File: config.mk
export PLATFORM = sky130hd
export DESIGN_NAME = pdp8_tt_uart_flat
export DESIGN_NICKNAME = d
export VERILOG_FILES = /design/src/rtl/pdp8_uart_pkg.sv /design/src/rtl/pdp8_tt_uart_if.sv /design/src/rtl/pdp8_uart_rx.sv /design/src/rtl/pdp8_tt_uart.sv /design/src/flat_wrapper.sv
export SDC_FILE = /design/constraint.sdc
export NUM_CORES = 1
export LEC_CHECK = 0
export ABC_AREA = 1
export CAP_MARGIN = 20
export CORE_MARGIN = 1.5
export CORE_UTILIZATION = 59
export DETAILED_ROUTE_END_ITERATION = 6
export PLACE_DENSITY = 0.81
export SYNTH_ARGS = -nofsm -noshare
export SYNTH_HDL_FRONTEND = slang
export SYNTH_HIERARCHICAL = 1
export SYNTH_SLANG_ARGS = --single-unit
File: constraint.sdc
create_clock -name clk -period 3.3 [get_ports clk]
set_clock_uncertainty 0.05 [all_clocks]
set_input_delay 0.66 -clock clk [delete_from_list [all_inputs] [get_ports clk]]
set_output_delay 0.66 -clock clk [all_outputs]
set_load 0.01 [all_outputs]
File: src/rtl/pdp8_uart_pkg.sv
// -----------------------------------------------------------------------------
// pdp8_uart_pkg
// Shared definitions for the PDP-8 console UART core: default frame geometry,
// the serial idle level and the state encodings of the TX and RX FSMs.
// No ports; imported by the interface, the receiver and the top level.
// -----------------------------------------------------------------------------
package pdp8_uart_pkg;

    localparam int DATA_BITS  = 8;
    localparam int OVERSAMPLE = 16;

    localparam logic IDLE_LEVEL = 1'b1;

    typedef enum logic [2:0] {
        TX_IDLE  = 3'd0,
        TX_LOAD  = 3'd1,
        TX_START = 3'd2,
        TX_DATA  = 3'd3,
        TX_STOP  = 3'd4
    } tx_state_e;

    typedef enum logic [1:0] {
        RX_IDLE  = 2'd0,
        RX_START = 2'd1,
        RX_DATA  = 2'd2,
        RX_STOP  = 2'd3
    } rx_state_e;

endpackage

File: src/rtl/pdp8_tt_uart_if.sv
// -----------------------------------------------------------------------------
// pdp8_tt_uart_if
// Parallel side of the console UART: the TX and RX req/ack handshakes plus
// status towards the TT device.
//   master : TT device side (drives tx_req, tx_data, rx_req)
//   slave  : UART core side (drives acks, rx_data and status flags)
// -----------------------------------------------------------------------------
interface pdp8_tt_uart_if;
    import pdp8_uart_pkg::*;

    logic                 tx_req;
    logic [DATA_BITS-1:0] tx_data;
    logic                 tx_ack;
    logic                 tx_empty;
    logic                 rx_req;
    logic                 rx_ack;
    logic [DATA_BITS-1:0] rx_data;
    logic                 rx_empty;
    logic                 rx_overrun;
    logic                 rx_frame_err;

    modport master (
        output tx_req, tx_data, rx_req,
        input  tx_ack, tx_empty, rx_ack, rx_data, rx_empty, rx_overrun, rx_frame_err
    );

    modport slave (
        input  tx_req, tx_data, rx_req,
        output tx_ack, tx_empty, rx_ack, rx_data, rx_empty, rx_overrun, rx_frame_err
    );

endinterface

File: src/rtl/pdp8_uart_rx.sv
// -----------------------------------------------------------------------------
// pdp8_uart_rx
// Serial receiver: 2-FF synchroniser on rxd, oversampled start/data/stop FSM
// and LSB-first shifter. All timing advances on rx_baud_en only.
//   clk, reset_n  : clock, async active-low reset
//   rx_baud_en    : OVERSAMPLE strobes per bit period
//   rxd           : asynchronous serial input
//   byte_valid    : one-clk, high in the clk whose edge samples a good stop bit
//   byte_data     : assembled character (valid with byte_valid)
//   frame_err     : registered one-clk pulse after a stop bit sampled 0
// -----------------------------------------------------------------------------
module pdp8_uart_rx #(
    parameter int DATA_BITS  = pdp8_uart_pkg::DATA_BITS,
    parameter int OVERSAMPLE = pdp8_uart_pkg::OVERSAMPLE
) (
    input  logic                 clk,
    input  logic                 reset_n,
    input  logic                 rx_baud_en,
    input  logic                 rxd,
    output logic                 byte_valid,
    output logic [DATA_BITS-1:0] byte_data,
    output logic                 frame_err
);
    import pdp8_uart_pkg::*;

    localparam int TICK_W = $clog2(OVERSAMPLE);
    localparam int BIT_W  = $clog2(DATA_BITS);
    localparam logic [TICK_W-1:0] HALF_TICK = TICK_W'(OVERSAMPLE / 2 - 1);
    localparam logic [TICK_W-1:0] LAST_TICK = TICK_W'(OVERSAMPLE - 1);
    localparam logic [BIT_W-1:0]  LAST_BIT  = BIT_W'(DATA_BITS - 1);

    logic [1:0]           sync_q, sync_d;
    rx_state_e            state_q, state_d;
    logic [TICK_W-1:0]    tick_q, tick_d;
    logic [BIT_W-1:0]     bit_q, bit_d;
    logic [DATA_BITS-1:0] shift_q, shift_d;
    logic                 frame_err_q, frame_err_d;
    logic                 commit_s;
    logic                 rxd_s;

    assign rxd_s      = sync_q[1];
    assign byte_valid = commit_s;
    assign byte_data  = shift_q;
    assign frame_err  = frame_err_q;

    // Synchroniser, FSM and datapath registers.
    always_ff @(posedge clk or negedge reset_n) begin
        if (!reset_n) begin
            sync_q      <= {2{IDLE_LEVEL}};
            state_q     <= RX_IDLE;
            tick_q      <= '0;
            bit_q       <= '0;
            shift_q     <= '0;
            frame_err_q <= 1'b0;
        end else begin
            sync_q      <= sync_d;
            state_q     <= state_d;
            tick_q      <= tick_d;
            bit_q       <= bit_d;
            shift_q     <= shift_d;
            frame_err_q <= frame_err_d;
        end
    end

    // Next-state logic: start validation at half a bit, then sample each bit centre.
    always_comb begin
        sync_d      = {sync_q[0], rxd};
        state_d     = state_q;
        tick_d      = tick_q;
        bit_d       = bit_q;
        shift_d     = shift_q;
        frame_err_d = 1'b0;
        commit_s    = 1'b0;
        case (state_q)
            RX_IDLE: begin
                if (rx_baud_en && (rxd_s == 1'b0)) begin
                    state_d = RX_START;
                    tick_d  = '0;
                end else begin
                    state_d = RX_IDLE;
                end
            end
            RX_START: begin
                if (rx_baud_en) begin
                    if (tick_q == HALF_TICK) begin
                        // Line back high at mid start bit: treat as a glitch.
                        state_d = rxd_s ? RX_IDLE : RX_DATA;
                        tick_d  = '0;
                        bit_d   = '0;
                    end else begin
                        tick_d = tick_q + TICK_W'(1);
                    end
                end else begin
                    state_d = RX_START;
                end
            end
            RX_DATA: begin
                if (rx_baud_en) begin
                    tick_d = tick_q + TICK_W'(1);
                    if (tick_q == LAST_TICK) begin
                        shift_d = {rxd_s, shift_q[DATA_BITS-1:1]};
                        if (bit_q == LAST_BIT) begin
                            state_d = RX_STOP;
                        end else begin
                            bit_d = bit_q + BIT_W'(1);
                        end
                    end else begin
                        state_d = RX_DATA;
                    end
                end else begin
                    state_d = RX_DATA;
                end
            end
            RX_STOP: begin
                if (rx_baud_en) begin
                    tick_d = tick_q + TICK_W'(1);
                    if (tick_q == LAST_TICK) begin
                        // Leave at stop-bit centre so an immediate next start edge is seen.
                        state_d = RX_IDLE;
                        if (rxd_s) begin
                            commit_s = 1'b1;
                        end else begin
                            frame_err_d = 1'b1;
                        end
                    end else begin
                        state_d = RX_STOP;
                    end
                end else begin
                    state_d = RX_STOP;
                end
            end
            default: begin
                state_d = RX_IDLE;
                tick_d  = '0;
                bit_d   = '0;
            end
        endcase
    end

endmodule

File: src/rtl/pdp8_tt_uart.sv
// -----------------------------------------------------------------------------
// pdp8_tt_uart
// Console UART core for the PDP-8 TT device. TX FSM and both req/ack
// handshakes live here; the serial receiver is pdp8_uart_rx.
//   clk, reset_n             : clock, async active-low reset
//   tx_baud_en / rx_baud_en  : baud strobes from the BRG (1x TX, OVERSAMPLE x RX)
//   txd / rxd                : serial pins, idle high
//   bus (slave)              : tx_req/tx_data/tx_ack/tx_empty,
//                              rx_req/rx_ack/rx_data/rx_empty/rx_overrun/rx_frame_err
// -----------------------------------------------------------------------------
module pdp8_tt_uart #(
    parameter int DATA_BITS  = pdp8_uart_pkg::DATA_BITS,
    parameter int OVERSAMPLE = pdp8_uart_pkg::OVERSAMPLE
) (
    input  logic          clk,
    input  logic          reset_n,
    input  logic          tx_baud_en,
    input  logic          rx_baud_en,
    input  logic          rxd,
    output logic          txd,
    pdp8_tt_uart_if.slave bus
);
    import pdp8_uart_pkg::*;

    localparam int BIT_W = $clog2(DATA_BITS);
    localparam logic [BIT_W-1:0] LAST_BIT = BIT_W'(DATA_BITS - 1);

    // ---------------- TX ----------------
    tx_state_e            tx_state_q, tx_state_d;
    logic [DATA_BITS-1:0] tx_shift_q, tx_shift_d;
    logic [BIT_W-1:0]     tx_bit_q, tx_bit_d;
    logic                 txd_q, txd_d;
    logic                 tx_ack_q, tx_ack_d;
    logic                 tx_empty_q, tx_empty_d;
    logic                 tx_stop_done_q, tx_stop_done_d;

    // TX FSM and handshake registers.
    always_ff @(posedge clk or negedge reset_n) begin
        if (!reset_n) begin
            tx_state_q     <= TX_IDLE;
            tx_shift_q     <= '0;
            tx_bit_q       <= '0;
            txd_q          <= IDLE_LEVEL;
            tx_ack_q       <= 1'b0;
            tx_empty_q     <= 1'b1;
            tx_stop_done_q <= 1'b0;
        end else begin
            tx_state_q     <= tx_state_d;
            tx_shift_q     <= tx_shift_d;
            tx_bit_q       <= tx_bit_d;
            txd_q          <= txd_d;
            tx_ack_q       <= tx_ack_d;
            tx_empty_q     <= tx_empty_d;
            tx_stop_done_q <= tx_stop_done_d;
        end
    end

    // TX next state: accept, then one line change per tx_baud_en.
    always_comb begin
        tx_state_d     = tx_state_q;
        tx_shift_d     = tx_shift_q;
        tx_bit_d       = tx_bit_q;
        txd_d          = txd_q;
        tx_empty_d     = tx_empty_q;
        tx_stop_done_d = tx_stop_done_q;
        // Ack is held exactly as long as the request.
        tx_ack_d       = tx_ack_q ? bus.tx_req : 1'b0;
        case (tx_state_q)
            TX_IDLE: begin
                if (bus.tx_req && tx_empty_q && !tx_ack_q) begin
                    tx_shift_d = bus.tx_data;
                    tx_ack_d   = 1'b1;
                    tx_empty_d = 1'b0;
                    tx_state_d = TX_LOAD;
                end else begin
                    tx_state_d = TX_IDLE;
                end
            end
            TX_LOAD: begin
                if (tx_baud_en) begin
                    txd_d      = 1'b0;
                    tx_state_d = TX_START;
                end else begin
                    tx_state_d = TX_LOAD;
                end
            end
            TX_START: begin
                if (tx_baud_en) begin
                    txd_d      = tx_shift_q[0];
                    tx_shift_d = tx_shift_q >> 1;
                    tx_bit_d   = '0;
                    tx_state_d = TX_DATA;
                end else begin
                    tx_state_d = TX_START;
                end
            end
            TX_DATA: begin
                if (tx_baud_en) begin
                    if (tx_bit_q == LAST_BIT) begin
                        txd_d          = IDLE_LEVEL;
                        tx_stop_done_d = 1'b0;
                        tx_state_d     = TX_STOP;
                    end else begin
                        txd_d      = tx_shift_q[0];
                        tx_shift_d = tx_shift_q >> 1;
                        tx_bit_d   = tx_bit_q + BIT_W'(1);
                    end
                end else begin
                    tx_state_d = TX_DATA;
                end
            end
            TX_STOP: begin
                // A still-asserted ack holds off empty so TT always sees ack first.
                if ((tx_baud_en || tx_stop_done_q) && !tx_ack_q) begin
                    tx_empty_d     = 1'b1;
                    tx_stop_done_d = 1'b0;
                    tx_state_d     = TX_IDLE;
                end else if (tx_baud_en) begin
                    tx_stop_done_d = 1'b1;
                end else begin
                    tx_state_d = TX_STOP;
                end
            end
            default: begin
                tx_state_d = TX_IDLE;
                txd_d      = IDLE_LEVEL;
                tx_empty_d = 1'b1;
            end
        endcase
    end

    assign txd          = txd_q;
    assign bus.tx_ack   = tx_ack_q;
    assign bus.tx_empty = tx_empty_q;

    // ---------------- RX ----------------
    logic                 rx_commit_s;
    logic [DATA_BITS-1:0] rx_byte_s;
    logic                 rx_grant_s;
    logic                 rx_ack_q, rx_ack_d;
    logic [DATA_BITS-1:0] rx_data_q, rx_data_d;
    logic                 rx_empty_q, rx_empty_d;
    logic                 rx_overrun_q, rx_overrun_d;

    pdp8_uart_rx #(
        .DATA_BITS  (DATA_BITS),
        .OVERSAMPLE (OVERSAMPLE)
    ) u_rx (
        .clk        (clk),
        .reset_n    (reset_n),
        .rx_baud_en (rx_baud_en),
        .rxd        (rxd),
        .byte_valid (rx_commit_s),
        .byte_data  (rx_byte_s),
        .frame_err  (bus.rx_frame_err)
    );

    // RX holding register and handshake state.
    always_ff @(posedge clk or negedge reset_n) begin
        if (!reset_n) begin
            rx_ack_q     <= 1'b0;
            rx_data_q    <= '0;
            rx_empty_q   <= 1'b1;
            rx_overrun_q <= 1'b0;
        end else begin
            rx_ack_q     <= rx_ack_d;
            rx_data_q    <= rx_data_d;
            rx_empty_q   <= rx_empty_d;
            rx_overrun_q <= rx_overrun_d;
        end
    end

    // A commit pre-empts a grant in the same clk; the grant retries next clk on the new byte.
    always_comb begin
        rx_grant_s = bus.rx_req && !rx_empty_q && !rx_ack_q && !rx_commit_s;
        rx_ack_d   = rx_ack_q ? bus.rx_req : rx_grant_s;
        if (rx_commit_s) begin
            rx_data_d    = rx_byte_s;
            rx_empty_d   = 1'b0;
            rx_overrun_d = rx_overrun_q | !rx_empty_q;
        end else if (rx_grant_s) begin
            rx_data_d    = rx_data_q;
            rx_empty_d   = 1'b1;
            rx_overrun_d = 1'b0;
        end else begin
            rx_data_d    = rx_data_q;
            rx_empty_d   = rx_empty_q;
            rx_overrun_d = rx_overrun_q;
        end
    end

    assign bus.rx_ack     = rx_ack_q;
    assign bus.rx_data    = rx_data_q;
    assign bus.rx_empty   = rx_empty_q;
    assign bus.rx_overrun = rx_overrun_q;

endmodule

File: src/flat_wrapper.sv
// flat-port wrapper written by rule: the top's interface ports become plain ports
module pdp8_tt_uart_flat import pdp8_uart_pkg::*;
#(
    parameter int DATA_BITS  = pdp8_uart_pkg::DATA_BITS,
    parameter int OVERSAMPLE = pdp8_uart_pkg::OVERSAMPLE
)
  (clk, reset_n, tx_baud_en, rx_baud_en, rxd, txd, bus_tx_req, bus_tx_data, bus_rx_req, bus_tx_ack, bus_tx_empty, bus_rx_ack, bus_rx_data, bus_rx_empty, bus_rx_overrun, bus_rx_frame_err);
  pdp8_tt_uart_if bus_i ();
  input  logic clk;
  input  logic reset_n;
  input  logic tx_baud_en;
  input  logic rx_baud_en;
  input  logic rxd;
  output logic txd;
  input wire logic [$bits(bus_i.tx_req)-1:0] bus_tx_req;
  input wire logic [$bits(bus_i.tx_data)-1:0] bus_tx_data;
  input wire logic [$bits(bus_i.rx_req)-1:0] bus_rx_req;
  output wire logic [$bits(bus_i.tx_ack)-1:0] bus_tx_ack;
  output wire logic [$bits(bus_i.tx_empty)-1:0] bus_tx_empty;
  output wire logic [$bits(bus_i.rx_ack)-1:0] bus_rx_ack;
  output wire logic [$bits(bus_i.rx_data)-1:0] bus_rx_data;
  output wire logic [$bits(bus_i.rx_empty)-1:0] bus_rx_empty;
  output wire logic [$bits(bus_i.rx_overrun)-1:0] bus_rx_overrun;
  output wire logic [$bits(bus_i.rx_frame_err)-1:0] bus_rx_frame_err;
  assign bus_i.tx_req = bus_tx_req;
  assign bus_i.tx_data = bus_tx_data;
  assign bus_i.rx_req = bus_rx_req;
  assign bus_tx_ack = bus_i.tx_ack;
  assign bus_tx_empty = bus_i.tx_empty;
  assign bus_rx_ack = bus_i.rx_ack;
  assign bus_rx_data = bus_i.rx_data;
  assign bus_rx_empty = bus_i.rx_empty;
  assign bus_rx_overrun = bus_i.rx_overrun;
  assign bus_rx_frame_err = bus_i.rx_frame_err;
  pdp8_tt_uart #(.DATA_BITS(DATA_BITS), .OVERSAMPLE(OVERSAMPLE)) u_core (.clk(clk), .reset_n(reset_n), .tx_baud_en(tx_baud_en), .rx_baud_en(rx_baud_en), .rxd(rxd), .txd(txd), .bus(bus_i));
endmodule
# ---- Word-level counts from Yosys, hierarchy flattened
# Cells that the tools add are included.
dict set report totals {
  register_bits 49
  latchBits 0
  mem_bits_rw 0
  rom_bits 0
  inputBits 15
  output_inout_bits 15
  elab_cells 153
  mem_count 0
}
dict set report op_classes {
  addsub 3
  n_mul 0
  div 0
  magnitude_cmp 0
  eq_ne 30
  shift 0
  muxes 67
  n_bitwise 4
  reduce_logical 32
}
# op count
set op_table {}
lappend op_table {{2-to-1 mux 3 bit} 12}
lappend op_table {{2-to-1 mux 8 bit} 4}
lappend op_table {{2-to-1 mux 1 bit} 29}
lappend op_table {{one-hot mux 8 bit (3 select lines)} 1}
lappend op_table {{inequality test 2 bit, second input constant} 10}
lappend op_table {{2-to-1 mux 2 bit} 9}
lappend op_table {{2-to-1 mux 4 bit} 4}
lappend op_table {{one-hot mux 3 bit (5 select lines)} 1}
lappend op_table {{one-hot mux 3 bit (2 select lines)} 2}
lappend op_table {{one-hot mux 4 bit (3 select lines)} 1}
lappend op_table {{AND reduction 4 bit} 3}
lappend op_table {{== test 3 bit, second input constant} 3}
lappend op_table {{inequality test 3 x 2 -> 1 bit, second input constant} 3}
lappend op_table {{AND reduction 3 bit} 3}
lappend op_table {{inequality test 2 x 1 -> 1 bit, second input constant} 4}
lappend op_table {{one-hot mux 2 bit (4 select lines)} 1}
lappend op_table {{nonzero test 2 bit} 4}
lappend op_table {{logical AND 1 bit} 7}
lappend op_table {{adder 3 x 1 -> 3 bit, second input constant} 2}
lappend op_table {{== test 3 x 2 -> 1 bit, second input constant} 2}
lappend op_table {{AND reduction 6 bit} 1}
lappend op_table {{AND reduction 5 bit} 1}
lappend op_table {{adder 4 x 1 -> 4 bit, second input constant} 1}
lappend op_table {{== test 2 bit, second input constant} 2}
lappend op_table {{other kinds (19)} 26}

# ---- Depth between registers and ports, before layout
# Gate-level depths: netlist of the first run.
dict set report logic_depth {
  depth_word 8
  ltp_mapped 8
}

# ---- Cells and area by module
# Netlist of the first run, hierarchy kept.
# module n_inst cells_each area_per_inst_um2
set modules_own_cells {}
lappend modules_own_cells {pdp8_tt_uart 1 183 1456.4}
lappend modules_own_cells {pdp8_uart_rx 1 114 987.2}

# ---- Worst setup path after synthesis of the first run
# Ideal clock, no wire load.
dict set report synth_path {
  path_kind {input -> register}
  start {input port rx_baud_en}
  end {register u_core.rx_ack_q, in the netlist u_core/bus.rx_ack}
  setup_time_ns 0.136
  arrival_time_ns 1.439
  slack_ns 1.675
  cell_stages 5
  path_buffers 2
  path_cell_list {buf_2 -> nand3_1 -> nor2_1 -> clkbuf_1 -> o21ai_0}
}
dict set report synth_via {
  elab_chain_len 5
}
# item line
set synth_rtl {}
lappend synth_rtl {{start: declaration} flat_wrapper.sv:12} ;# input logic rx_baud_en;
lappend synth_rtl {{2-to-1 mux 1 bit} pdp8_uart_rx.sv:115} ;# if (rx_baud_en) begin
lappend synth_rtl {{2-to-1 mux 1 bit} pdp8_uart_rx.sv:74} ;# case (state_q)
lappend synth_rtl {{via u_core.rx_commit_s} pdp8_tt_uart.sv:137} ;# logic rx_commit_s;
lappend synth_rtl {{logical NOT 1 bit} pdp8_tt_uart.sv:175} ;# rx_grant_s = bus.rx_req && !rx_empty_q && !rx_ack_q && !rx_commit_s;
lappend synth_rtl {{logical AND 1 bit} pdp8_tt_uart.sv:175}
lappend synth_rtl {{2-to-1 mux 1 bit} pdp8_tt_uart.sv:176} ;# rx_ack_d = rx_ack_q ? bus.rx_req : rx_grant_s;
lappend synth_rtl {{via u_core.rx_ack_d} pdp8_tt_uart.sv:140} ;# logic rx_ack_q, rx_ack_d;
lappend synth_rtl {{end signal: assignment} pdp8_tt_uart.sv:166} ;# rx_ack_q <= rx_ack_d;
lappend synth_rtl {{end: declaration} pdp8_tt_uart.sv:140}
# The timed path passes the listed nets, and every way through them passes these cells.
# A chain may end at the register's enable or synchronous reset.

# ---- Worst setup path in the final report of the first run
dict set report layout_path {
  start {register u_core.tx_empty_q, in the netlist u_core/bus.tx_empty}
  end {output port bus_tx_empty}
}
# item line
set layout_lines {}
lappend layout_lines {{start: declaration} pdp8_tt_uart.sv:34} ;# logic tx_empty_q, tx_empty_d;
lappend layout_lines {{start signal: assignment} pdp8_tt_uart.sv:53} ;# tx_empty_q <= tx_empty_d;
lappend layout_lines {{end: declaration} flat_wrapper.sv:19} ;# output wire logic [$bits(bus_i.tx_empty)-1:0] bus_tx_empty;
# No word-level cell between the ends.

==> run summary, run 1 <==
The start point of the critical path is u_core/bus.tx_empty. In this run the tightest slew margin relative to its limit is 66.5%. For the pin with the worst max-slew slack, the measured transition is 0.502 ns. The number of H-tree branching levels came out at 2. In this run the standard cell core region covers 4000 µm².

After global routing the overflow that remains totals 0. The average routed wire per standard cell came out at 12.2 µm. The net load switching power is 0.798 mW. The leakage power summed over all cells is 1.49 nW. The height of the die is 67.4 µm. The net count after synthesis is 318.

The adder-cell share of the synthesized area came out at 3.07%. The initial antenna violation count came out at 0. The proportion of power drawn by flip-flops and latches came out at 42.9%.

Sorting the synthesized cells by area gives the leading types as sky130_fd_sc_hd__dfrtp_1 45%, sky130_fd_sc_hd__nand2_1 17%, sky130_fd_sc_hd__dfstp_2 5.4%. The number of synthesized register bits came out at 49. In this run the remaining antenna-violating nets after routing total 0. The worst slack after detailed placement is 0.967 ns. The total negative setup slack is 0 ns.

The met2 capacity usage during global routing came out at 41.5%. The synthesized area divided by synthesized cell count is 8.23 µm². For this run, global-route usage on met3 was measured as 4.50%. The power density of the placed cells is 703 nW/µm². The total via count after detailed routing is 2006. The final-report setup violation count came out at 0. The critical path buffer and inverter count came out at 1.

The number of buffers added by the clock tree synthesis step came out at 5. The first-pass detailed-route iteration total came out at 4. The largest net degree at the start of global routing came out at 50. The mean number of vias per cell came out at 5.27.

The number of sinks driven by the clock tree is 49. The worst register-to-register path begins at u_core/u_rx/tick_q[1]. The I/O pin total is 30. The clock period minus final worst setup slack came out at 2.11 ns. Per report_power, the combinational group accounts for 36.3% of the total.

The hold buffer count at cts came out at 0. Global routing used 28.5% of the available met1 tracks. The slowest stage of the critical path belongs to the cell sky130_fd_sc_hd__dfstp_2.

The family with the most delay on the worst path is flip-flops. TritonCTS built the clock tree. The global router's overall resource usage is 23.5%. The power share of the clock group is 20.8%.

The clock latency of the later-clocked register in the worst-skew pair is 0.30 ns. The fraction of the mapped netlist area in compound gates came out at 7.12%. For the worst setup path, the data arrival time is 1.40 ns.

Of the post-synthesis cell area, the dominant cell type holds 45.1%. Buffers placed on the I/O ports in this run total 29. Sequential elements use 50.4% of the synthesized area. Across the run, the number of max-cap violations was 0.

Walking the worst path, the cells encountered are clkdlybuf4s50_1. The count of endpoints failing hold in the final timing report came out at 0. The final worst slack is 1.19 ns.

During synthesis, Yosys emitted a total of 6 warnings. The worst setup path is launched from a flip-flop. The endpoint type of the worst setup path is an output pin.

Along the worst path, the maximum fanout reaches 4. The starting DRC count in detailed routing is 165. After clock tree synthesis, the clock-pin slew on the worst setup and hold paths is 0.09 ns. The highest clock frequency the design can meet is 475 MHz. The most used routing layer in global routing is met2. The number of resized instances in the post-cts repair step is 0. The initial utilization of the core area, before any placement, comes to 61.1%. The number of standard cells in the layout, taps in and fillers out came out at 381. In this run the cell area of the synthesized design comes to 2440 µm². The part of the cycle the worst path needs is 63.8%. Compared with the post-synthesis result, the final layout area differs by 18.7%.

Setup repair after global routing left no endpoint under its margin. The count of final max-slew check failures came out at 0. The global placer's final weighted congestion is 0.952. The layout cell share with drive strength beyond 1 is 11.2%. The switching portion of total power is 39.1%.

The longest individual stage delay on the worst path came out at 0.56 ns. The total of fill cells in the finished design came out at 297. The kind of path behind the tightest hold check is input pin to asynchronous set/reset pin. After synthesis, the largest family of logic cells by area is simple AND/OR/NAND/NOR gates.

The mux share of post-synthesis cell area came out at 0%. The aggregate routed wire length is 4.64 mm. The synthesized netlist devotes 0.358% of its cell area to XOR and XNOR gates. The worst path required time came out at 2.59 ns.

The maximum resistive drop on vdd is 0.420 mV. After floorplanning, the core was divided into 23 placement rows. The via count of the first global-routing pass is 1904. The post-synthesis instance total came out at 297.

The final layout net count came out at 351. The antenna cell count came out at 0. In this run, distinct cell masters in the synthesized netlist total 29. Cell internal power was estimated by the tool at 1.24 mW. The number of cells in the design after placement came out at 372. The first global-routing pass estimated 8.03 mm of wire. The detailed-route DRC error count came out at 0. The cell chosen for the clock root is sky130_fd_sc_hd__clkbuf_8. The critical path in this run is classified as flip-flop to output pin. The area enclosed by the die boundary came out at 4540 µm².

The final HPWL from detailed placement came out at 3.25 mm. Summed over all instances, the cell type with the most area after synthesis is sky130_fd_sc_hd__dfrtp_1. The total setup buffers inserted after CTS came out at 0.

The floorplan step set the die width to 67.4 µm. The maximum buffer depth of the clock tree is 2. The simple-gate share of the synthesized area is 33.3%. The run finished with clean final reports.
[Yosys cell counts]
library cell and number:
sky130_fd_sc_hd__nand2_2 4, sky130_fd_sc_hd__nor2_2 2, sky130_fd_sc_hd__a21oi_1 8, sky130_fd_sc_hd__nor2_4 1, sky130_fd_sc_hd__dfstp_2 5, sky130_fd_sc_hd__ha_1 6
sky130_fd_sc_hd__inv_1 25, sky130_fd_sc_hd__nand3_1 21, sky130_fd_sc_hd__inv_2 3, sky130_fd_sc_hd__nand2_1 108, sky130_fd_sc_hd__clkbuf_1 1, sky130_fd_sc_hd__o21ai_2 5
sky130_fd_sc_hd__a21oi_2 3, sky130_fd_sc_hd__o21ai_1 3, sky130_fd_sc_hd__a31oi_1 1, sky130_fd_sc_hd__buf_6 1, sky130_fd_sc_hd__clkinv_1 1, sky130_fd_sc_hd__nand2_4 1
sky130_fd_sc_hd__or2_1 1, sky130_fd_sc_hd__xor2_1 1, sky130_fd_sc_hd__o21ai_0 7, sky130_fd_sc_hd__nand3_2 1, sky130_fd_sc_hd__o211ai_1 1, sky130_fd_sc_hd__buf_2 3
sky130_fd_sc_hd__nand3_4 2, sky130_fd_sc_hd__nand4_1 17, sky130_fd_sc_hd__nand3b_1 2, sky130_fd_sc_hd__nor2_1 19, sky130_fd_sc_hd__dfrtp_1 44
[cell families (layout without fill, tap and decap cells)]
logic type	count (synthesis)	in the layout
buffers and inverters	34	68
adder cells (fa/ha/maj)	6	6
AND/OR/NAND/NOR	179	179
AO/OA/AOI/OAI	28	28
flip-flops	49	49
XOR/XNOR	1	1
[cell type report]
cell class / count / area, µm² / share of cell area, %
inverter: 29 / 109 / 3.75
timing repair buffer: 31 / 313 / 10.8
clock buffer: 6 / 72.6 / 2.50
tap: 50 / 62.6 / 2.16
multi-input combinational: 214 / 1070 / 37.0
sequential: 49 / 1230 / 42.5
clock inverter: 2 / 38.8 / 1.34
[routing by layer]
| layer | share of wire, % | wire [µm] |
|---|---|---|
| met3 | 3.9 | 181 |
| met4 | 1.5 | 70 |
| met2 | 49 | 2260 |
| met1 | 46 | 2130 |
| met5 | 0 | 0 |
[power by group through the flow]
stage | logic (mW) | clock network (mW) | registers, mW
global route | 0.863 | 0.460 | 0.892
finish | 0.741 | 0.424 | 0.874
CTS | 0.736 | 0.439 | 0.871
floorplan | 0.560 | 0 | 0.853
detailed placement | 0.731 | 0 | 0.881
global placement | 0.712 | 0 | 0.878
[cell usage in the layout, fill, tap and decap left out, drive strengths merged]
master,count
nand2,113
dfrtp,44
clkdlybuf4s50,28
inv,28
nand3,24
nor2,22
nand4,17
o21ai,15
a21oi,11
ha,6
clkbuf,6
dfstp,5
buf,3
nand3b,2
clkinv,2
bufinv,1
a31oi,1
or2,1
o211ai,1
xor2,1
[metrics by stage]
| stage | total power [mW] | hold slack, ns | cell area, µm² | utilization [%] |
|---|---|---|---|---|
| 2_1_floorplan | 1.41 | 0.295 | 2440 | - |
| 3_3_place_gp | 1.59 | 0.297 | 2770 | 69.2 |
| 3_5_place_dp | 1.61 | 0.299 | 2770 | 69.2 |
| 4_1_cts | 2.05 | 0.312 | 2880 | 72.0 |
| 5_1_grt | 2.21 | 0.142 | 2900 | 72.5 |
| 6_report | 2.04 | 0.150 | 2900 | 72.5 |
[final timing paths]
check	slack [ns]	depth (start not counted)	end
setup reg to reg	1.37	9	u_core/bus.rx_data[1]
hold reg to reg	0.31	0	u_core/u_rx/sync_q[1]
max in group asynchronous	2.51	2	u_core/u_rx/sync_q[0]
setup / recovery	1.19	1	bus_tx_empty
hold / removal	0.15	1	u_core/tx_shift_q[1]
min in group clk	0.31	0	u_core/u_rx/sync_q[1]
[registers in the layout (all words and copies together) (netlist names)]
signal                 count
u_core/bus.rx_data         8
u_core/tx_shift_q          8
u_core/u_rx/byte_data      8
u_core/u_rx/tick_q         4
u_core/tx_bit_q            3
u_core/tx_state_q          3
u_core/u_rx/bit_q          3
u_core/u_rx/state_q        2
u_core/u_rx/sync_q         2
u_core/bus.rx_ack          1
u_core/bus.rx_empty        1
u_core/bus.rx_overrun      1
u_core/bus.tx_ack          1
u_core/bus.tx_empty        1
u_core/tx_stop_done_q      1
u_core/txd                 1
u_core/u_rx/frame_err      1
No activity file was read; power rests on OpenSTA's default activity.
==> inputs of run 2 (changes only) <==
--- a/config.mk
+++ b/config.mk
@@ -8,9 +8,9 @@
 export ABC_AREA = 1
 export CAP_MARGIN = 20
 export CORE_MARGIN = 1.5
-export CORE_UTILIZATION = 59
+export CORE_UTILIZATION = 55
 export DETAILED_ROUTE_END_ITERATION = 6
-export PLACE_DENSITY = 0.81
+export PLACE_DENSITY = 0.76
 export SYNTH_ARGS = -nofsm -noshare
 export SYNTH_HDL_FRONTEND = slang
 export SYNTH_HIERARCHICAL = 1
==> constraint.sdc (replaced) <==
create_clock -name clk -period 2.07 [get_ports clk]
set_clock_uncertainty 0.05 [all_clocks]
set_input_delay 0.414 -clock clk [delete_from_list [all_inputs] [get_ports clk]]
set_output_delay 0.414 -clock clk [all_outputs]
set_load 0.01 [all_outputs]
==> run summary, run 2 (synthesized netlist as in run 1, its figures left out) <==
The number of standard cells in the layout, taps in and fillers out came out at 386 (+1.3%). Among cell families on the critical path, the largest total delay comes from flip-flops. The I/O pin total came out at 30 (unchanged). The number of H-tree branching levels came out at 2 (unchanged). The maximum net fanout on the critical path came out at 4 (unchanged). The count of final max-slew check failures came out at 0 (unchanged). TritonCTS built the clock tree. The total of fill cells in the finished design came to 349 (+18%).

The initial core utilization is 56.5% (-4.6 points). The slowest stage of the critical path belongs to the cell sky130_fd_sc_hd__dfstp_2. The largest net degree at the start of global routing was 31 (-38%).

The clock period minus final worst setup slack came out at 1.85 ns. The global placer's final weighted congestion came out at 0.798 (-16%). The core area came out at 4320 µm² (+8.1%).

The relative slew slack came out at 68.3% (+1.8 points). The post-route worst hold slack came out at 0.0132 ns (-0.137 ns). The via count of the first global-routing pass came out at 1908 (+0.21%). The number of gates on the worst path with buffers counted is 1 (unchanged). The count of endpoints failing hold in the final timing report came to 0 (unchanged). The mean number of vias per cell is 5.15 (-2.2%). The endpoint type of the worst setup path is an output pin. The top cell types in the final layout, fill and taps aside, are 108 x sky130_fd_sc_hd__nand2_1, 44 x sky130_fd_sc_hd__dfrtp_1, 28 x sky130_fd_sc_hd__clkdlybuf4s50_1. The number of cells in the design after placement is 378 (+1.6%).

The layout cell share with drive strength beyond 1 came out at 12.3% (+1.1 points). The leakage power summed over all cells is 1.51 nW (+1.1%). The placed cell area was 2810 µm² (+1.6%). Dividing the final minimum period by the clock period gives 89.5%.

The internal reg-to-reg setup slack was 0.25 ns (-1.12 ns). The clock latency of the later-clocked register in the worst-skew pair is 0.30 ns (about the same). The tree is rooted in a sky130_fd_sc_hd__clkbuf_8.

The slew of the pin with the lowest slew margin was 0.475 ns (-0.0267 ns). The clock edge transition at the registers on the reported setup and hold paths is 0.09 ns (about the same). The critical path buffer and inverter count was 1 (unchanged). The antenna cell count is 0 (unchanged).

The max capacitance violation total is 0 (unchanged). The final antenna-violating net count is 0 (unchanged). The count of port buffers added during placement came to 29 (unchanged). The area taken by multi-input logic gates was 1070 µm² (unchanged). Setup repair after global routing left no endpoint under its margin. The number of sinks driven by the clock tree came out at 49 (unchanged). The maximum resistive drop on vdd was 0.539 mV (+29%). The maximum buffer depth of the clock tree came out at 2 (unchanged).

The initial antenna violation count came out at 0 (unchanged). The final global-route overflow total came out at 0 (unchanged). The aggregate routed wire length is 4.47 mm (-3.6%). In this run the critical register-to-register path is launched from u_core/u_rx/tick_q[0]. Traced cell by cell, the critical path runs through clkdlybuf4s50_1. The critical path ends at bus_tx_empty. The number of buffers added by the clock tree synthesis step came out at 5 (unchanged). The element type at the critical path start is a flip-flop.

The final-report setup violation count is 0 (unchanged). The hold buffer count at cts is 0 (unchanged). The total negative setup slack came to 0 ns (unchanged).

The number of cell rows came to 24 (+4.3%). The starting DRC count in detailed routing came out at 94 (-43%). The final layout net count came out at 354 (+0.85%). The number of resized instances in the post-cts repair step came out at 0 (unchanged). The most frequent standard cell in the layout excluding fill and tap cells is sky130_fd_sc_hd__nand2_1. The global router's overall resource usage came out at 20.4% (-3.1 points).

The first-pass detailed-route iteration total came out at 4 (unchanged). The length in cells of the worst reg-to-reg path came out at 7 (-2). Compared with the post-synthesis result, the final layout area differs by 20.1%. The sequential cell area in the final layout is 1230 µm² (unchanged). The total via count after detailed routing is 1988 (-0.90%). The highest clock frequency the design can meet is 540 MHz. The power density of the placed cells came out at 1110 nW/µm² (+58%).

The area enclosed by the die boundary came out at 4850 µm² (+6.9%). The longest individual stage delay on the worst path is 0.56 ns (about the same). The height of the die is 69.7 µm (+3.4%).

The data arrival time of the critical path was 1.39 ns (about the same). The horizontal extent of the die came out at 69.7 µm (+3.4%). The worst path required time came out at 1.61 ns (-0.98 ns). The min-delay analysis places its worst path in the category input pin to asynchronous set/reset pin. The global-route wire length before repair came out at 8.07 mm (+0.52%). The flow ran to the end, and the final reports show no timing, DRC or antenna violations. The worst setup path category is flip-flop to output pin. The final HPWL from detailed placement is 3.29 mm (+1.3%). The total setup buffers inserted after CTS was 0 (unchanged). The design area came out at 2930 µm² (+1.2%). The detailed-route DRC error count was 0 (unchanged). The worst register-to-register path ends at u_core/bus.rx_overrun. The average routed wire per standard cell is 11.6 µm (-4.8%). The critical path starts at u_core/bus.tx_empty.
## run 2: cell types whose count changed in the layout (fill, tap and decap cells not counted)
| cell | previous run | this run |
|---|---|---|
| sky130_fd_sc_hd__clkinvlp_4 | 0 | 1 |
| sky130_fd_sc_hd__buf_4 | 1 | 4 |
| sky130_fd_sc_hd__clkbuf_8 | 5 | 6 |
| sky130_fd_sc_hd__clkbuf_1 | 1 | 0 |
| sky130_fd_sc_hd__clkinv_4 | 1 | 0 |
## run 2: worst min path at each step
stage / to / start
finish: u_core/tx_shift_q[0] / reset_n
detailed placement: u_core/u_rx/sync_q[1] / u_core/u_rx/sync_q[0]
CTS: u_core/tx_shift_q[7] / reset_n
floorplan: u_core/bus.rx_ack / reset_n
global placement: u_core/u_rx/sync_q[1] / u_core/u_rx/sync_q[0]
global route: u_core/tx_shift_q[7] / reset_n
## run 2: report_power, final
| group | internal (mW) | switching [mW] | leakage, nW |
|---|---|---|---|
| Combinational | 0.445 | 0.757 | 0.817 |
| Sequential | 1.19 | 0.171 | 0.630 |
| Clock | 0.393 | 0.302 | 0.0574 |
## run 2: layout make-up
| cell class | count | area share, % |
|---|---|---|
| Tap cell | 52 | 2.22 |
| Multi-Input combinational cell | 214 | 36.5 |
| Clock inverter | 2 | 1.28 |
| Timing Repair Buffer | 34 | 11.4 |
| Sequential cell | 49 | 42.0 |
| Inverter | 29 | 3.71 |
| Clock buffer | 6 | 2.81 |
## run 2: metrics by stage
step                total power [mW]  setup WS [ns]  util [%]
finish                          3.25          0.218      67.9
global route                    3.54         0.0551      67.9
CTS                             3.29          0.203      67.9
detailed placement              2.58          0.119      65.1
global placement                2.56          0.209      65.1
floorplan                       2.25          0.460         -
## run 2: layer usage
layer / wire length (µm) / vias up / global-route usage [%]
li1: - / 1029 / -
met2: 2190 / 41 / 35.3
met5: 0 / - / 0
met3: 163 / 5 / 3.78
met4: 68 / 0 / 8.12
met1: 2050 / 913 / 25.5
==> inputs of run 3 (changes only) <==
--- a/config.mk
+++ b/config.mk
@@ -10,6 +10,7 @@
 export CORE_MARGIN = 1.5
 export CORE_UTILIZATION = 55
 export DETAILED_ROUTE_END_ITERATION = 6
+export GPL_ROUTABILITY_DRIVEN = 0
 export PLACE_DENSITY = 0.76
 export SYNTH_ARGS = -nofsm -noshare
 export SYNTH_HDL_FRONTEND = slang
==> constraint.sdc (replaced) <==
create_clock -name clk -period 1.79 [get_ports clk]
set_clock_uncertainty 0.05 [all_clocks]
set_input_delay 0.358 -clock clk [delete_from_list [all_inputs] [get_ports clk]]
set_output_delay 0.358 -clock clk [all_outputs]
set_load 0.01 [all_outputs]
==> run summary, run 3 (synthesized netlist as in run 1, its figures left out) <==
The met2 capacity usage during global routing came out at 34.8% (-0.43 points). The horizontal extent of the die is 69.7 µm (unchanged). The area enclosed by the die boundary came to 4850 µm² (unchanged). The final worst slack is 0.100 ns (-0.117 ns).

The relative slew slack came out at 78.1% (+9.8 points). The slew of the pin with the lowest slew margin is 0.327 ns (-0.148 ns). By startpoint and endpoint, the worst setup path is classified as flip-flop to output pin. The core area came out at 4320 µm² (unchanged). The total via count after detailed routing came out at 2033 (+2.3%).

In this run the most used layer during global routing was met2. The mean number of vias per cell came out at 5.24 (+1.7%). The final HPWL from detailed placement is 3.30 mm (+0.32%). The count of port buffers added during placement came to 29 (unchanged).

The power density of the placed cells is 1250 nW/µm² (+13%). The number of standard cells in the layout, taps in and fillers out is 388 (+0.52%). The clock edge transition at the registers on the reported setup and hold paths is 0.09 ns (about the same). The clock period minus final worst setup slack came out at 1.69 ns. The antenna cell count is 0 (unchanged). The signal on the critical path passes through clkdlybuf4s50_1. The cell chosen for the clock root is sky130_fd_sc_hd__clkbuf_8.

The detailed-route DRC error count was 0 (unchanged). The maximum resistive drop on vdd was 1.07 mV (+98%). The met3 usage came out at 4.51% (+0.73 points). The length in cells of the worst reg-to-reg path came out at 7 (unchanged). The clock latency of the later-clocked register in the worst-skew pair is 0.31 ns (about the same). The initial core utilization is 56.5% (unchanged).

The worst setup path is launched from a flip-flop. The total of fill cells in the finished design is 367 (+5.2%). The count of final max-slew check failures is 0 (unchanged). The library cells used most frequently in the layout, excluding fill and tap cells, are 108 x sky130_fd_sc_hd__nand2_1, 44 x sky130_fd_sc_hd__dfrtp_1, 25 x sky130_fd_sc_hd__clkdlybuf4s50_1, 25 x sky130_fd_sc_hd__inv_1, 21 x sky130_fd_sc_hd__nand3_1. The critical path buffer and inverter count came out at 1 (unchanged).

The number of cells in the design after placement was 379 (+0.26%). The average routed wire per standard cell came to 12.2 µm (+5.0%). The number of gates on the worst path with buffers counted was 1 (unchanged). The I/O pin total is 30 (unchanged). The part of the cycle the worst path needs is 94.4%. The total negative setup slack is 0 ns (unchanged).

The worst hold path was traced through 0 stages. The maximum net fanout on the critical path came to 5 (+1). The leakage power summed over all cells is 1.51 nW (+0.44%). The number of H-tree branching levels is 2 (unchanged). The largest net degree at the start of global routing came out at 50 (+61%). The number of cell rows came out at 24 (unchanged). TritonCTS built the clock tree. The layout cell share with drive strength beyond 1 came to 12.8% (+0.52 points). The startpoint identified for the worst hold timing path is u_core/u_rx/sync_q[0]. The worst slack after detailed placement came to 0.0319 ns (-0.0870 ns). The kind of path behind the tightest hold check is flip-flop to flip-flop.

The global router's overall resource usage is 20.7% (+0.24 points). The data arrival time of the critical path came out at 1.28 ns (-0.11 ns). In this run the critical register-to-register path is launched from u_core/u_rx/tick_q[0]. Setup repair after global routing left no endpoint under its margin. The global routing met1 resource utilization came out at 27.2% (+1.7 points). The final-report setup violation count was 0 (unchanged).

The starting DRC count in detailed routing came out at 102 (+8.5%). The layout overhead on the synthesized area came out at 19.9%. The max capacitance violation total came out at 0 (unchanged). The library cell used most frequently in the layout, excluding fill and tap cells, is sky130_fd_sc_hd__nand2_1.

The total setup buffers inserted after CTS is 0 (unchanged). The initial antenna violation count came out at 0 (unchanged). The master of the slowest instance on the critical path is sky130_fd_sc_hd__clkdlybuf4s50_1. The final global-route overflow total came out at 0 (unchanged). The endpoint type of the worst setup path is an output pin. The highest clock frequency the design can meet came out at 592 MHz. The final layout net count is 356 (+0.56%). The first-pass detailed-route iteration total was 4 (unchanged). The number of buffers added by the clock tree synthesis step came to 5 (unchanged). The maximum buffer depth of the clock tree is 2 (unchanged). The via count of the first global-routing pass is 1918 (+0.52%). The family with the most delay on the worst path is buffers and inverters. The aggregate routed wire length came to 4.72 mm (+5.5%). The height of the die came out at 69.7 µm (unchanged).

In this run the worst setup path begins at u_core/bus.tx_ack. The final antenna-violating net count came to 0 (unchanged). The global-route wire length before repair came out at 8.18 mm (+1.4%). The longest individual stage delay on the worst path is 0.56 ns (about the same).

The worst path required time came out at 1.38 ns (-0.23 ns). The share of the core filled with cells in the final layout is 67.8% (-0.087 points). The run finished with clean final reports. The number of sinks driven by the clock tree came to 49 (unchanged). The count of endpoints failing hold in the final timing report is 0 (unchanged).
-- run 3: what timing repair did --
| action | in CTS | in global routing |
|---|---|---|
| setup endpoints to repair | 2 | 10 |
| resized for setup | 2 | 3 |
| hold buffers | 1 | 0 |
| endpoints found under the hold margin | 44 | 0 |
-- run 3: final cells by class --
cell class                      count  area [µm²]  area share [%]
Multi-Input combinational cell    214        1080            36.8
Timing Repair Buffer               36         353            12.0
Inverter                           29         109            3.71
Tap cell                           52        65.1            2.22
Sequential cell                    49        1230            42.1
Clock inverter                      3        25.0           0.854
Clock buffer                        5        68.8            2.35
-- run 3: through the flow --
stage	hold WS, ns	power, mW	instance area (µm²)
final	0.310	3.66	2930
after global routing	0.321	3.96	2930
after CTS	0.310	3.69	2920
after detailed placement	0.297	3.00	2820
after global placement	0.296	2.96	2820
after floorplan	0.0124	2.60	2440
-- run 3: routing by layer --
layer,routed length (µm),up-vias
met2,2240,37
met3,198,6
li1,-,1048
met4,56,0
met5,0,-
met1,2230,942
-- run 3: worst paths after layout --
| check | slack (ns) | to |
|---|---|---|
| max in group asynchronous | 0.91 | u_core/u_rx/sync_q[0] |
| min in group asynchronous | 0.51 | u_core/tx_shift_q[0] |
| setup reg to reg | 0.19 | u_core/bus.rx_ack |
| setup / recovery | 0.10 | bus_tx_ack |
| hold / removal | 0.31 | u_core/u_rx/sync_q[1] |
| hold reg to reg | 0.31 | u_core/u_rx/sync_q[1] |
-- run 3: report_power, final --
| group | leakage, nW | internal, mW | switching [mW] | total, mW |
|---|---|---|---|---|
| registers | 0.630 | 1.37 | 0.199 | 1.57 |
| logic | 0.836 | 0.507 | 0.898 | 1.41 |
| clock network | 0.0452 | 0.285 | 0.397 | 0.682 |
| total | 1.51 | 2.16 | 1.49 | 3.66 |
